==> config.mk <==
export PLATFORM = sky130hd
export DESIGN_NAME = arcade_input_latch
export DESIGN_NICKNAME = d
export VERILOG_FILES = /design/src/rtl/arcade_input_latch.sv
export SDC_FILE = /design/constraint.sdc
export NUM_CORES = 1
export LEC_CHECK = 0
export ABC_CLOCK_PERIOD_IN_PS = 6400
export CAP_MARGIN = 30
export CELL_PAD_IN_SITES_DETAIL_PLACEMENT = 2
export CELL_PAD_IN_SITES_GLOBAL_PLACEMENT = 2
export CORE_MARGIN = 2
export CORE_UTILIZATION = 27
export CTS_CLUSTER_SIZE = 30
export DETAILED_ROUTE_END_ITERATION = 7
export GPL_TIMING_DRIVEN = 0
export MAX_ROUTING_LAYER = met4
export PLACE_DENSITY = 0.78
export SLEW_MARGIN = 5
export SYNTH_ARGS = -nofsm -noshare
export SYNTH_HDL_FRONTEND = slang
export SYNTH_SLANG_ARGS = --single-unit
==> constraint.sdc <==
create_clock -name clk -period 6.4 [get_ports clk]
set_input_delay 1.28 -clock clk [delete_from_list [all_inputs] [get_ports clk]]
set_output_delay 1.28 -clock clk [all_outputs]
set_load 0.03 [all_outputs]
==> src/rtl/arcade_input_latch.sv <==
// Input front-end: DIP/game-mode capture from the download stream, joystick latch and coin shaping per vblank rise.
// Download fields update on the sampled strobe; joystick/coin update on the tick edge. No backpressure: every strobe and tick is taken.
module arcade_input_latch #(
  parameter int PLAYERS        = 4,
  parameter int DIP_BYTES      = 8,
  parameter int COIN_FRAMES    = 3,
  parameter int LOCKOUT_FRAMES = 8
) (
  input  logic                   clk,
  input  logic                   reset,
  input  logic                   ioctl_wr,
  input  logic [7:0]             ioctl_index,
  input  logic [24:0]            ioctl_addr,
  input  logic [7:0]             ioctl_dout,
  input  logic                   vblank,
  input  logic [16*PLAYERS-1:0]  joy_in,
  output logic [16*PLAYERS-1:0]  joy_out,
  output logic [PLAYERS-1:0]     coin_out,
  output logic [8*DIP_BYTES-1:0] dip_out,
  output logic                   dip_valid,
  output logic [7:0]             game_mode
);

  localparam logic [7:0] IDX_MODE  = 8'd1;
  localparam logic [7:0] IDX_DIP   = 8'd254;
  localparam logic [3:0] COIN_LOAD = 4'(COIN_FRAMES - 1);
  localparam logic [3:0] LOCK_LOAD = 4'(LOCKOUT_FRAMES - 1);

  typedef enum logic [1:0] {
    COIN_IDLE,
    COIN_PULSE,
    COIN_LOCKOUT
  } coin_state_t;

  logic vblank_q;
  logic tick;
  logic dip_wr;
  logic mode_wr;

  // vblank_q resets high so a vblank already asserted at release is not a tick
  always_ff @(posedge clk or posedge reset) begin
    if (reset) vblank_q <= 1'b1;
    else       vblank_q <= vblank;
  end

  assign tick    = vblank & ~vblank_q;
  assign dip_wr  = ioctl_wr && (ioctl_index == IDX_DIP) && (ioctl_addr < 25'(DIP_BYTES));
  assign mode_wr = ioctl_wr && (ioctl_index == IDX_MODE);

  always_ff @(posedge clk or posedge reset) begin
    if (reset) begin
      dip_out <= '0;
    end else if (dip_wr) begin
      for (int k = 0; k < DIP_BYTES; k++) begin
        if (ioctl_addr[2:0] == 3'(k)) dip_out[8*k +: 8] <= ioctl_dout;
      end
    end
  end

  // The set test comes last so a one-byte bank is marked valid by address 0
  always_ff @(posedge clk or posedge reset) begin
    if (reset) begin
      dip_valid <= 1'b0;
    end else if (dip_wr) begin
      if (ioctl_addr == 25'd0)               dip_valid <= 1'b0;
      if (ioctl_addr == 25'(DIP_BYTES - 1))  dip_valid <= 1'b1;
    end
  end

  always_ff @(posedge clk or posedge reset) begin
    if (reset)        game_mode <= 8'd0;
    else if (mode_wr) game_mode <= ioctl_dout;
  end

  always_ff @(posedge clk or posedge reset) begin
    if (reset)     joy_out <= '0;
    else if (tick) joy_out <= joy_in;
  end

  for (genvar p = 0; p < PLAYERS; p++) begin : g_coin
    coin_state_t state_q, state_d;
    logic [3:0]  cnt_q, cnt_d;
    logic        press;

    // Edge is judged against the previous frame's latched coin bit
    assign press = joy_in[16*p+4] & ~joy_out[16*p+4];

    always_ff @(posedge clk or posedge reset) begin
      if (reset) begin
        state_q <= COIN_IDLE;
        cnt_q   <= 4'd0;
      end else begin
        state_q <= state_d;
        cnt_q   <= cnt_d;
      end
    end

    always_comb begin
      state_d = state_q;
      cnt_d   = cnt_q;
      if (tick) begin
        case (state_q)
          COIN_IDLE: begin
            if (press) begin
              state_d = COIN_PULSE;
              cnt_d   = COIN_LOAD;
            end
          end
          COIN_PULSE: begin
            if (cnt_q != 4'd0) begin
              cnt_d = cnt_q - 4'd1;
            end else begin
              state_d = COIN_LOCKOUT;
              cnt_d   = LOCK_LOAD;
            end
          end
          COIN_LOCKOUT: begin
            if (cnt_q != 4'd0) cnt_d = cnt_q - 4'd1;
            else               state_d = COIN_IDLE;
          end
          default: begin
            state_d = COIN_IDLE;
            cnt_d   = 4'd0;
          end
        endcase
      end
    end

    assign coin_out[p] = (state_q == COIN_PULSE);
  end

endmodule

==> reports/metrics.csv <==
metric,value,unit
syn2layout_area_growth,50.65,%
multiInputGateArea,2746,µm²
outcome,finished clean,
p_int,0.001914,W
start_util,0.2763,
gp_congestion,0.7834,
fin_skew,7.373,ps
tightestPinTransition,697.8,ps
numCtsBuffers,17,
grt_pass1_wl,36350,µm
cp_top_family,buffers and inverters,
clkLatencyLatePin,420,ps
hold_viol,0,
cts_hold_buf,0,
instances_no_fill,1247,
grt_overflow,0,
setup_viol_count_final,0,
io_buffers,248,
grt_max_degree,85,
yosys.area.top_type,dfrtp_1,
first_global_vias,6525,
clkTransAtPathRegs,70,ps
yosysSeqAreaShare,0.5811,
rsz0062_at_grt,no,
final_cell_area,10510,µm²
p_leak,4.862,nW
nFillCells,2680,
regArea,4055,µm²
ys_ff_latch,162,
wl_per_cell,18.64,µm
hold_class,reg2reg,
cap_violations,0,
io_pins,250,
worst-path-buf-inv,2,
wirelength,23240,µm
crit_chain,"clkbuf_1, nor2b_1, clkdlybuf4s50_1",
crit_slowest_cell,clkdlybuf4s50_1,
p_clk_frac,0.365,
slowest_delay,730,ps
clock-root-buffer,clkbuf_16,
arrival,2210,ps
slew_violations,0,
avgSynthCellArea,11.01,µm²
placed_cell_area,9936,µm²
relSlewSlack,0.5320,
p_per_area,263.5,nW/µm²
synthArstFlopShare,1.000,
p_seq_frac,0.428,
pwr-share-comb,0.207,
syn_inst,634,
drtAntennaViolNets,0,
ir_worst_vdd,148.5,µV
num_vias,5824,
htreeDepth,4,
synth_top_area_share,0.5774,
fp.dieW,164.8,µm
post_cts_resized,0,
switching_power,0.0008553,W
drtIter0Drc,200,
cts_setup_buffers,0,
synth.distinct_cells,46,
startpoint_type,flip-flop,
worstPathMaxFanout,10,
drc_errors,0,
swShare,0.3088,
hpwl,17080,µm
endpoint_kind,primary output,
required,5120,ps
grt_antenna_before_repair,1,
min_period_over_period,0.5449,
drt_first_pass_iters,4,
grt.total_usage,0.1806,
synth_edf_count,0,
yosys-top-cells-area,"dfrtp_1 (58%), nand2_1 (11%), mux2_2 (11%)",
cts_tree,yes,
path_class,reg2out,
routed_via_density,4.670,
die_height,164.8,µm
row_count,58,
synth_ff_type,dfrtp_1,
ys_warn_count,0,
synthesis.area,6978,µm²
layout.nets,1016,
period_minus_slack,3487,ps
cts_sinks,162,
drive_gt1_frac,0.1386,
dpl.cell_count,1214,
max_freq,286.8,MHz
core_area,25250,µm²
die_area,27150,µm²
synth.net_count,747,
cts.path.max_buffers,2,
[flip-flops by register name, indices dropped and copies added (netlist names)]
| register | cells |
|---|---|
| joy_out | 64 |
| vblank_q | 1 |
| g_coin.cnt_q | 16 |
| dip_valid | 1 |
| dip_out | 64 |
| game_mode | 8 |
| g_coin.state_q | 8 |
[cell families (layout without fill, tap and decap cells)]
family / after synthesis / after routing / synth area share
mux: 72 / 72 / 0.1183
other cells: 0 / 1 / 0
buf+inv: 42 / 324 / 0.02528
simple gates: 283 / 283 / 0.2008
xor+xnor: 1 / 1 / 0.001255
flops: 162 / 162 / 0.5811
compound gates: 70 / 70 / 0.06599
fa+ha+maj: 4 / 4 / 0.007173
[path summary, 6_finish.rpt]
kind                                       from            endpoint  slack [ps]  cells past startpoint
min reg2reg                         joy_out[45]         joy_out[45]         480                      2
max in group asynchronous                 reset            vblank_q        4600                      3
max reg2reg                  g_coin[0].cnt_q[0]  g_coin[0].cnt_q[1]        3960                      6
max                        g_coin[2].state_q[0]         coin_out[2]        2910                      3
min in group asynchronous                 reset         joy_out[31]        1400                      3
min                                 joy_out[45]         joy_out[45]         480                      2
[synthesized netlist by cell type (5+ instances only)]
cell	instances
nor2_1	6
nor4_1	5
nor3b_1	10
a211oi_1	7
nand3_1	7
o31ai_1	7
nor2b_1	5
nand2_1	207
a22o_1	6
o21ai_0	26
nand2b_1	11
clkbuf_1	19
inv_1	16
a21oi_1	8
mux2_2	68
dfrtp_1	161
[per-stage QoR]
step | setup TNS [ps] | utilization | power [W] | setup slack, ps | hold WS, ps
after CTS | 0 | 0.4162 | 0.002827 | 2865 | 483.4
after global placement | -318780 | 0.3910 | 0.001755 | -1992 | 457.5
after global routing | 0 | 0.4163 | 0.002921 | 2768 | 505.2
after detailed placement | 0 | 0.3934 | 0.001782 | 2734 | 465.6
after floorplan | 0 | - | 0.001500 | 745.0 | 514.1
final | 0 | 0.4163 | 0.002770 | 2913 | 476.7
[layout make-up]
class | count | area share
Multi-Input combinational cell | 430 | 0.2612
Clock inverter | 15 | 0.01416
Timing Repair Buffer | 250 | 0.2414
Buffer | 26 | 0.01107
Antenna cell | 1 | 0.0002380
Clock buffer | 17 | 0.04047
Tap cell | 330 | 0.03928
Sequential cell | 162 | 0.3857
Inverter | 16 | 0.006427
[worst min-delay path, cell delays in order, from the launching register on]
cell	delay, ps
dfrtp_1	340
nand2_1	50
nand2_1	50
[cell usage in the layout, fill, tap and decap left out, types with 5 or more instances in the layout]
cell type and count:
clkdlybuf4s50_1 248, dfrtp_1 161, clkbuf_16 17, nand2_1 207, clkbuf_1 19, nor3b_1 10, nand3_1 7, nor2b_1 5
nor4_1 5, nor2_1 6, o21ai_0 26, o31ai_1 7, a22o_1 6, mux2_2 68, nand2b_1 11, a21oi_1 8
a211oi_1 7, inv_1 15
[power groups by stage]
stage / registers [W] / clock network, W / logic [W]
2_1_floorplan: 0.00129 / 0 / 0.000206
6_report: 0.00118 / 0.00101 / 0.000573
3_5_place_dp: 0.00120 / 0 / 0.000579
5_1_grt: 0.00120 / 0.00109 / 0.000632
4_1_cts: 0.00119 / 0.00106 / 0.000585
3_3_place_gp: 0.00120 / 0 / 0.000557
[metal layers]
| metal | up-vias | GRT usage | share of wire |
|---|---|---|---|
| met5 | - | - | 0 |
| met4 | 0 | 0.03281 | 0.0093 |
| met3 | 18 | 0.04997 | 0.067 |
| met2 | 182 | 0.3286 | 0.53 |
| met1 | 2921 | 0.1990 | 0.40 |
| li1 | 2703 | - | - |
Power figures use the tool's default switching activity.
